## config.mk

```make
export PLATFORM = sky130hd
export DESIGN_NAME = dino_game_core
export DESIGN_NICKNAME = d
export VERILOG_FILES = /design/src/rtl/dino_pkg.sv /design/src/rtl/seg7_bcd_decoder.sv /design/src/rtl/dino_game_core.sv
export SDC_FILE = /design/constraint.sdc
export NUM_CORES = 1
export LEC_CHECK = 0
export CAP_MARGIN = 20
export CORE_MARGIN = 4
export CORE_UTILIZATION = 39
export CTS_CLUSTER_DIAMETER = 200
export CTS_CLUSTER_SIZE = 40
export DETAILED_ROUTE_END_ITERATION = 8
export DONT_BUFFER_PORTS = 1
export GPL_TIMING_DRIVEN = 0
export PLACE_DENSITY_LB_ADDON = 0.05
export SLEW_MARGIN = 5
export SYNTH_ARGS = -nofsm -noshare
export SYNTH_HDL_FRONTEND = slang
export SYNTH_SLANG_ARGS = --single-unit
```

## constraint.sdc

```tcl
create_clock -name clk_in -period 4.5 [get_ports clk_in]
set_input_delay 0.675 -clock clk_in [delete_from_list [all_inputs] [get_ports clk_in]]
set_output_delay 0.675 -clock clk_in [all_outputs]
set_load 0.02 [all_outputs]
```

## src/rtl/dino_pkg.sv

```systemverilog
// Shared types and constants for the dinosaur runner game core:
// game state encoding, divider sizing, BCD limits and segment patterns.
package dino_pkg;

  typedef enum logic [2:0] {
    IDLE = 3'd0,
    RUN  = 3'd1,
    JUMP = 3'd2,
    DUCK = 3'd3,
    OVER = 3'd4
  } state_t;

  // Bits needed to count 0..n-1, never less than one bit.
  function automatic int div_width(input int n);
    return (n <= 2) ? 1 : $clog2(n);
  endfunction

  localparam logic [3:0] DIGIT_MAX = 4'd9;

  // Segment patterns, a..g on bits 0..6, active-high.
  localparam logic [6:0] SEG_0     = 7'h3F;
  localparam logic [6:0] SEG_1     = 7'h06;
  localparam logic [6:0] SEG_2     = 7'h5B;
  localparam logic [6:0] SEG_3     = 7'h4F;
  localparam logic [6:0] SEG_4     = 7'h66;
  localparam logic [6:0] SEG_5     = 7'h6D;
  localparam logic [6:0] SEG_6     = 7'h7D;
  localparam logic [6:0] SEG_7     = 7'h07;
  localparam logic [6:0] SEG_8     = 7'h7F;
  localparam logic [6:0] SEG_9     = 7'h6F;
  localparam logic [6:0] SEG_BLANK = 7'h00;

endpackage

```

## src/rtl/seg7_bcd_decoder.sv

```systemverilog
// Combinational BCD nibble to seven-segment decoder; non-decimal codes blank.
module seg7_bcd_decoder
  import dino_pkg::*;
(
  input  logic [3:0] nibble,
  output logic [6:0] seg
);

  // Pattern lookup with blank as the fallback for 10..15
  always_comb begin
    seg = SEG_BLANK;
    case (nibble)
      4'd0:    seg = SEG_0;
      4'd1:    seg = SEG_1;
      4'd2:    seg = SEG_2;
      4'd3:    seg = SEG_3;
      4'd4:    seg = SEG_4;
      4'd5:    seg = SEG_5;
      4'd6:    seg = SEG_6;
      4'd7:    seg = SEG_7;
      4'd8:    seg = SEG_8;
      4'd9:    seg = SEG_9;
      default: seg = SEG_BLANK;
    endcase
  end

endmodule

```

## src/rtl/dino_game_core.sv

```systemverilog
// Dinosaur runner game core: tick-driven game FSM, saturating BCD score with
// high-score retention, and a multiplexed seven-segment score display.
// Everything runs on clk_in; slow timebases are single-cycle enable ticks.
module dino_game_core
  import dino_pkg::*;
#(
  parameter int CLK_HZ     = 100_000_000,
  parameter int GAME_HZ    = 5,
  parameter int SCAN_HZ    = 1_000,
  parameter int JUMP_TICKS = 3,
  parameter int NUM_DIGITS = 3
) (
  input  logic                    clk_in,
  input  logic                    reset,
  input  logic                    btn_start,
  input  logic                    btn_jump,
  input  logic                    btn_duck,
  input  logic                    obs_low,
  input  logic                    obs_high,
  output logic                    game_tick,
  output logic                    led_idle,
  output logic                    led_run,
  output logic                    led_jump,
  output logic                    led_duck,
  output logic                    led_over,
  output logic [4*NUM_DIGITS-1:0] score,
  output logic [4*NUM_DIGITS-1:0] hi_score,
  output logic [6:0]              seg,
  output logic [NUM_DIGITS-1:0]   an
);

  localparam int GAME_DIV = CLK_HZ / GAME_HZ;
  localparam int SCAN_DIV = CLK_HZ / SCAN_HZ;
  localparam int GW       = div_width(GAME_DIV);
  localparam int SW       = div_width(SCAN_DIV);
  localparam int JW       = div_width(JUMP_TICKS);
  localparam int DW       = div_width(NUM_DIGITS);

  logic [GW-1:0] game_cnt;
  logic [SW-1:0] scan_cnt;
  logic          scan_tick;

  state_t        state_q;
  state_t        state_d;
  logic [JW-1:0] jump_cnt;
  logic [JW-1:0] jump_d;
  logic          restart;
  logic          in_play;

  logic [NUM_DIGITS-1:0]   nine;
  logic [NUM_DIGITS-1:0]   carry;
  logic [4*NUM_DIGITS-1:0] score_inc;

  logic [DW-1:0]           dig_idx;
  logic [4*NUM_DIGITS-1:0] disp;
  logic [3:0]              nibble;
  logic [6:0]              seg_d;

  // Game timebase: wrapping divider whose terminal count registers one tick
  always_ff @(posedge clk_in) begin
    if (reset) begin
      game_cnt  <= '0;
      game_tick <= 1'b0;
    end else begin
      game_tick <= (game_cnt == GW'(GAME_DIV - 1));
      game_cnt  <= (game_cnt == GW'(GAME_DIV - 1)) ? '0 : game_cnt + 1'b1;
    end
  end

  // Scan timebase: same structure as the game divider
  always_ff @(posedge clk_in) begin
    if (reset) begin
      scan_cnt  <= '0;
      scan_tick <= 1'b0;
    end else begin
      scan_tick <= (scan_cnt == SW'(SCAN_DIV - 1));
      scan_cnt  <= (scan_cnt == SW'(SCAN_DIV - 1)) ? '0 : scan_cnt + 1'b1;
    end
  end

  // Game rules; the result is only committed on game ticks
  always_comb begin
    state_d = state_q;
    jump_d  = jump_cnt;
    restart = 1'b0;
    case (state_q)
      IDLE: begin
        if (btn_start) begin
          state_d = RUN;
          restart = 1'b1;
        end
      end
      RUN: begin
        if (obs_low || obs_high) begin
          state_d = OVER;
        end else if (btn_jump) begin
          state_d = JUMP;
          jump_d  = JW'(JUMP_TICKS - 1);
        end else if (btn_duck) begin
          state_d = DUCK;
        end
      end
      JUMP: begin
        if (obs_high) begin
          state_d = OVER;
        end else if (jump_cnt == '0) begin
          state_d = RUN;
        end else begin
          jump_d = jump_cnt - 1'b1;
        end
      end
      DUCK: begin
        if (obs_low) begin
          state_d = OVER;
        end else if (!btn_duck) begin
          state_d = RUN;
        end
      end
      OVER: begin
        if (btn_start) begin
          state_d = RUN;
          restart = 1'b1;
        end
      end
      default: state_d = IDLE;
    endcase
  end

  // State and airborne counter advance once per game tick
  always_ff @(posedge clk_in) begin
    if (reset) begin
      state_q  <= IDLE;
      jump_cnt <= '0;
    end else if (game_tick) begin
      state_q  <= state_d;
      jump_cnt <= jump_d;
    end
  end

  assign led_idle = (state_q == IDLE);
  assign led_run  = (state_q == RUN);
  assign led_jump = (state_q == JUMP);
  assign led_duck = (state_q == DUCK);
  assign led_over = (state_q == OVER);

  // BCD ripple increment; an all-nines score blocks the carry-in to saturate
  assign carry[0] = ~(&nine);

  for (genvar g = 0; g < NUM_DIGITS; g++) begin : g_bcd
    logic [3:0] d;
    assign d       = score[4*g +: 4];
    assign nine[g] = (d == DIGIT_MAX);
    assign score_inc[4*g +: 4] = carry[g] ? (nine[g] ? 4'd0 : d + 4'd1) : d;
    if (g < NUM_DIGITS - 1) begin : g_carry
      assign carry[g+1] = carry[g] & nine[g];
    end
  end

  assign in_play = (state_d == RUN) || (state_d == JUMP) || (state_d == DUCK);

  // Score counts surviving ticks; best score latches on the crash tick
  always_ff @(posedge clk_in) begin
    if (reset) begin
      score    <= '0;
      hi_score <= '0;
    end else if (game_tick) begin
      if (restart) begin
        score <= '0;
      end else if (in_play) begin
        score <= score_inc;
      end
      if ((state_d == OVER) && (state_q != OVER) && (score > hi_score)) begin
        hi_score <= score;
      end
    end
  end

  // The idle attract screen shows the best score, play shows the live one
  assign disp = (state_q == IDLE) ? hi_score : score;

  // Select the nibble of the digit currently being scanned
  always_comb begin
    nibble = 4'd0;
    for (int i = 0; i < NUM_DIGITS; i++) begin
      if (dig_idx == DW'(i)) nibble = disp[4*i +: 4];
    end
  end

  seg7_bcd_decoder u_decoder (
    .nibble (nibble),
    .seg    (seg_d)
  );

  // Light the indexed digit on each scan tick, then move to the next one
  always_ff @(posedge clk_in) begin
    if (reset) begin
      dig_idx <= '0;
      an      <= '1;
      seg     <= '0;
    end else if (scan_tick) begin
      an      <= ~(NUM_DIGITS'(1) << dig_idx);
      seg     <= seg_d;
      dig_idx <= (dig_idx == DW'(NUM_DIGITS - 1)) ? '0 : dig_idx + 1'b1;
    end
  end

endmodule
```

Yosys cells after proc, flatten, opt, wreduce, memory -nomap -nowiden
Memory sizes are Yosys's and may differ from the RTL's. A register that Yosys moved wholly into a read port is not among the register bits.
Index checks and enable logic that the tools add are counted.

storage, ports and cells
  register bits after elaboration = 78
  ROM bits = 112
  input bits = 7
  output and inout bits = 40
  memories = 1

memory list
  memory            depth  bits a word  read ports  clocked after Yosys merged registers in  write ports  line                    source
  (name not given)  16     7            1           1                                        0            seg7_bcd_decoder.sv:12  case (nibble)

cells by class
  add/subtract/negate cells = 7
  order comparisons = 1
  equality and inequality tests = 21
  shift operators = 1
  mux-type cells = 29
  bitwise logic cells = 4
  reductions and logical operators = 21

operator list
  operator                                                          number
  12-bit two-way mux                                                3
  4-bit two-way mux                                                 9
  25-bit by 1-bit adder with 25-bit output (second input constant)  1
  25-bit == test (second input constant)                            1
  3-bit two-way mux                                                 8
  17-bit by 1-bit adder with 17-bit output (second input constant)  1
  17-bit == test (second input constant)                            1
  4-bit by 1-bit adder with 4-bit output (second input constant)    3
  3-bit by 2-bit == test with 1-bit output (second input constant)  4
  4-bit == test (second input constant)                             3
  12-bit > comparator                                               1
  3-bit one-hot mux with 4 select lines                             1
  3-bit AND reduction                                               4
  2-bit two-way mux                                                 5
  2-bit inequality test (second input constant)                     5
  2-bit nonzero test                                                4
  3-bit by 1-bit == test with 1-bit output (second input constant)  2
  3-bit == test (second input constant)                             2
  6-bit AND reduction                                               1
  2-bit OR reduction                                                3
  2-bit zero test                                                   2
  2-bit one-hot mux with 2 select lines                             1
  3-bit zero test                                                   1
  1-bit logical OR                                                  3
  12 further kinds                                                  15

Logic depth before layout (Yosys ltp)
  word-level depth = 9
  depth in mapped cells = 10

By module
A second synthesis with hierarchy kept.

unflattened totals
  cell total of the unflattened synthesis = 528
  area, all modules = 4468.0 um^2

modules (own cells, without submodules)
  module            times used  cells each  area each (um^2)  seq. area each (um^2)
  dino_game_core    1           500         4249.1            1701.6
  seg7_bcd_decoder  1           28          219.0             0.0

Worst setup path before layout
OpenSTA, ideal clock, no wires.

  path type = flip-flop to flip-flop
  start point = reg state_q[0]
  end point = reg seg[6]
  setup time = 0.091 ns
  arrival = 2.555 ns
  data required time = 4.409 ns
  slack = 1.854 ns
  stages on the path, launching flop included = 9
  period minus slack after synthesis = 2.646 ns
  cells stage by stage = dfxtp_1 -> buf_6 -> nor3_4 -> mux4_1 -> a2bb2oi_1 -> inv_1 -> ha_1 -> or3_1 -> a311oi_1

on the way
  longest elaborated chain between the ends = 5

ends and longest elaborated chain
  what                            line                   source
  start, declared                 dino_game_core.sv:43   state_t state_q;
  start signal, assigned          dino_game_core.sv:135  state_q <= state_d;
  3-bit zero test *               n/a
  net led_idle                    dino_game_core.sv:21   output logic led_idle,
  12-bit two-way mux *            dino_game_core.sv:179  assign disp = (state_q == IDLE) ? hi_score : score;
  4-bit two-way mux (2 in a row)  dino_game_core.sv:185  if (dig_idx == DW'(i)) nibble = disp[4*i +: 4];
  4-bit two-way mux *             dino_game_core.sv:185
  end, declared                   dino_game_core.sv:28   output logic [6:0] seg,

The timed path passes the listed nets; every way through them passes the cells marked *.
A chain may end at the register's enable or synchronous reset.

Worst setup path after layout
Same ends and word-level chain as after synthesis.

==> summary.md <==
| Metric | Value |
|---|---|
| Outcome | finished, final reports clean |
| Worst Path Buf+Inv | 2 |
| Largest net degree at the start of global routing | 14 |
| Layout area overhead | 10.1% |
| CP Data Arrival Time | 3.35 ns |
| Crit Path Max Fanout | 10 |
| Pwr Total | around 1.5 mW |
| First-pass GRT wire length | around 17000 µm |
| Maxcap violations | 0 |
| Nets | approximately 560 |
| Synth area leaders | dfxtp_1 (38%), ha_1 (7.5%), nor2_1 (6.5%), mux2i_1 (4.4%), xor2_1 (4.3%) |
| Most used DFF post-synth | dfxtp_1 |
| Final setup fails | 0 |
| Final setup TNS | 0 ns |
| Placer Congestion | around 0.8 |
| Die area | approximately 13000 µm² |
| Initial DRC Count | approximately 190 |
| Fillers | about 1100 |
| Top cell type's share of synthesized area | ~38% |
| Synth warn | 0 |
| RSZ-0062 raised after global routing | false |
| Grt ovf | 0 |
| Clock share of power | 46.9% |
| Initial antenna violation count | 0 |
| Mapped Cells | 514 |
| Final Cell Area | about 5000 µm² |
| Hold_buf cts | 0 |
| Initial core utilization | a little under 40% |
| Post-CTS Setup Bufs | 0 |
| Die height | 116 µm |
| Post-Route WL | ~11000 µm |
| Fin crit share | around 69% |
| Dominant cell type by area after synthesis | dfxtp_1 |
| Root Driver | clkbuf_16 |
| Post-DP HPWL | 7730 µm |
| Switching Power | approximately 0.33 mW |
| CTS Buf Count | 9 |
| Leakage | approximately 1.9 nW |
| CTS tree | done |
| Io pins | 47 |
| IO buf count | 0 |
| Syn Std Cell Area | between 4000 and 5000 µm² |
| Vias in the first global route | 3290 |
| Slew HR | between 50% and 60% |
| # diodes | 0 |
| Commonest non-fill, non-tap cell in the layout | dfxtp_1 |
| Dpl cells | roughly 660 |
| Register area share after synthesis | between 30% and 40% |
| P per Cell Area | around 300 nW/µm² |
| Cell Area, Placed | about 4700 µm² |
| Max-slew violation count | 0 |
| Clock skew | around 0.0057 ns |
| Share of layout cells above drive strength 1 | around 7.7% |
| Final hold vios | 0 |
| Slowest cell delay on critical path | between 0.6 and 0.7 ns |
| Detailed-route wire length per cell | 16.0 µm |
| Worst Setup Start Kind | flop |
| Drt pass-1 iters | 4 |
| VDD IR-drop max | about 0.14 mV |
| Syn nets | around 550 |
| Worst path cell trace | buf_6 -> nor3_4 -> mux4_1 -> a2bb2oi_1 -> inv_1 -> ha_1 -> or3_1 -> a311oi_1 |
| Worst skew pair latency | approximately 0.34 ns |
| Clock Tree Buf Depth | 2 |
| Fin cells | a little under 700 |
| Quantity of gates resized following cts | 0 |
| Net Sw Frac | 22.2% |
| Crit. End Element | flop |
| Critical path type | flop to flop |
| Combinational share of power | under 10% |
| Reg area | approximately 1700 µm² |
| # rows | 39 |
| Ys async rst share | 0% |
| Mean Syn Cell Area | ~9 µm² |
| CTS sink cnt | 85 |
| Via count | roughly 3600 |
| Synth cell types | 66 |
| Seq cells post-synth | between 80 and 90 |
| WHS | between 0.4 and 0.5 ns |
| EDFF count, synth | 0 |
| Core footprint | around 11000 µm² |
| Total track usage | between 10% and 20% |
| Final min period | between 3 and 4 ns |
| Clock slew at reported path FFs | approximately 0.060 ns |
| Post-route antenna net violation count | 0 |
| Slew of the pin with the lowest slew margin | ~0.73 ns |
| DIE WIDTH | between 100 and 150 µm |
| Sequential power share | between 50% and 60% |
| Remaining DRCs | 0 |
| Cell family with most CP delay | simple AND/OR/NAND/NOR gates |
| CP max-delay cell | nor3_4 |
| Fmax | 0.323 GHz |
| Multi-input gate area | approximately 2600 µm² |
| Hold Crit Class | flop to flop |
| H-Tree Level Count | 3 |
| Vias per inst | around 5.4 |
| Required @ worst endpoint | roughly 4.8 ns |
| P_int | between 1 and 1.5 mW |
| Most frequent cells in the layout | dfxtp_1 (85), nor2_1 (78), nand2_1 (36), inv_1 (34), ha_1 (27) |
## power groups by stage
stage / clock network (mW) / logic, mW / registers (mW)
6_report: 0.706 / 0.0375 / 0.761
2_1_floorplan: 0 / 0.0270 / 0.777
4_1_cts: 0.732 / 0.0383 / 0.760
3_5_place_dp: 0 / 0.0380 / 0.777
3_3_place_gp: 0 / 0.0381 / 0.777
5_1_grt: 0.767 / 0.0419 / 0.761
## path summary, 6_finish.rpt
kind / from / endpoint / slack (ns) / depth (start not counted)
setup reg to reg: state_q[0] / seg[6] / 1.40 / 8
setup / recovery: state_q[0] / seg[6] / 1.40 / 8
hold reg to reg: game_cnt[0] / game_cnt[0] / 0.44 / 1
hold / removal: game_cnt[0] / game_cnt[0] / 0.44 / 1
## through the flow
| step | util, % | worst slack (ns) |
|---|---|---|
| final | 43.8 | 1.40 |
| after CTS | 43.8 | 1.39 |
| after global placement | 41.3 | 1.45 |
| after floorplan | - | 1.85 |
| after detailed placement | 41.3 | 1.41 |
| after global routing | 43.8 | 1.22 |
## per-layer routing
metal  routed length (µm)  global-route usage, %
met5                    0                      0
met4                  210                   6.81
met3                  670                   4.54
met2                 4750                   25.6
met1                 5170                   22.3
## synth_stat cells (6+ instances only)
master    instances
xnor2_1          13
inv_1            34
nand2_1          36
o21ai_0          14
nand4_1          13
nand3_1          20
mux2i_1          20
nor3_1            8
dfxtp_1          85
or3_1            11
and3_1           10
xor2_1           22
clkbuf_1          7
a21oi_1          22
nor2_1           78
nand2b_1          6
ha_1             27
## final cells by class
cell class	count	share of cell area (%)
clock inverters	4	0.453
clock buffers	12	5.16
well taps	143	3.60
inverters	36	2.72
flip-flops and latches	85	34.2
plain buffers	19	2.21
multi-input cells	374	51.7
## worst reg2reg max path, cell delays in order, from the launching register on
cell,delay (ns)
dfxtp_1,0.33
buf_6,0.15
nor3_4,0.63
mux4_1,0.42
a2bb2oi_1,0.50
inv_1,0.14
ha_1,0.24
or3_1,0.37
a311oi_1,0.24
## registers in the layout, summed over array words and instances, names as in the netlist
register   count
dig_idx        2
scan_cnt      17
game_cnt      25
score         12
seg            7
jump_cnt       2
game_tick      1
state_q        3
hi_score      12
an             3
scan_tick      1
## cell families after synthesis
family / synth area share [%]
adders and majority gates: 7.48
AOI/OAI and AO/OA: 12.2
and+or+nand+nor: 23.8
muxes: 6.59
xor gates and xnor gates: 6.79
buffers and inverters: 5.43
DFF: 37.7
Power figures use the tool's default switching activity.
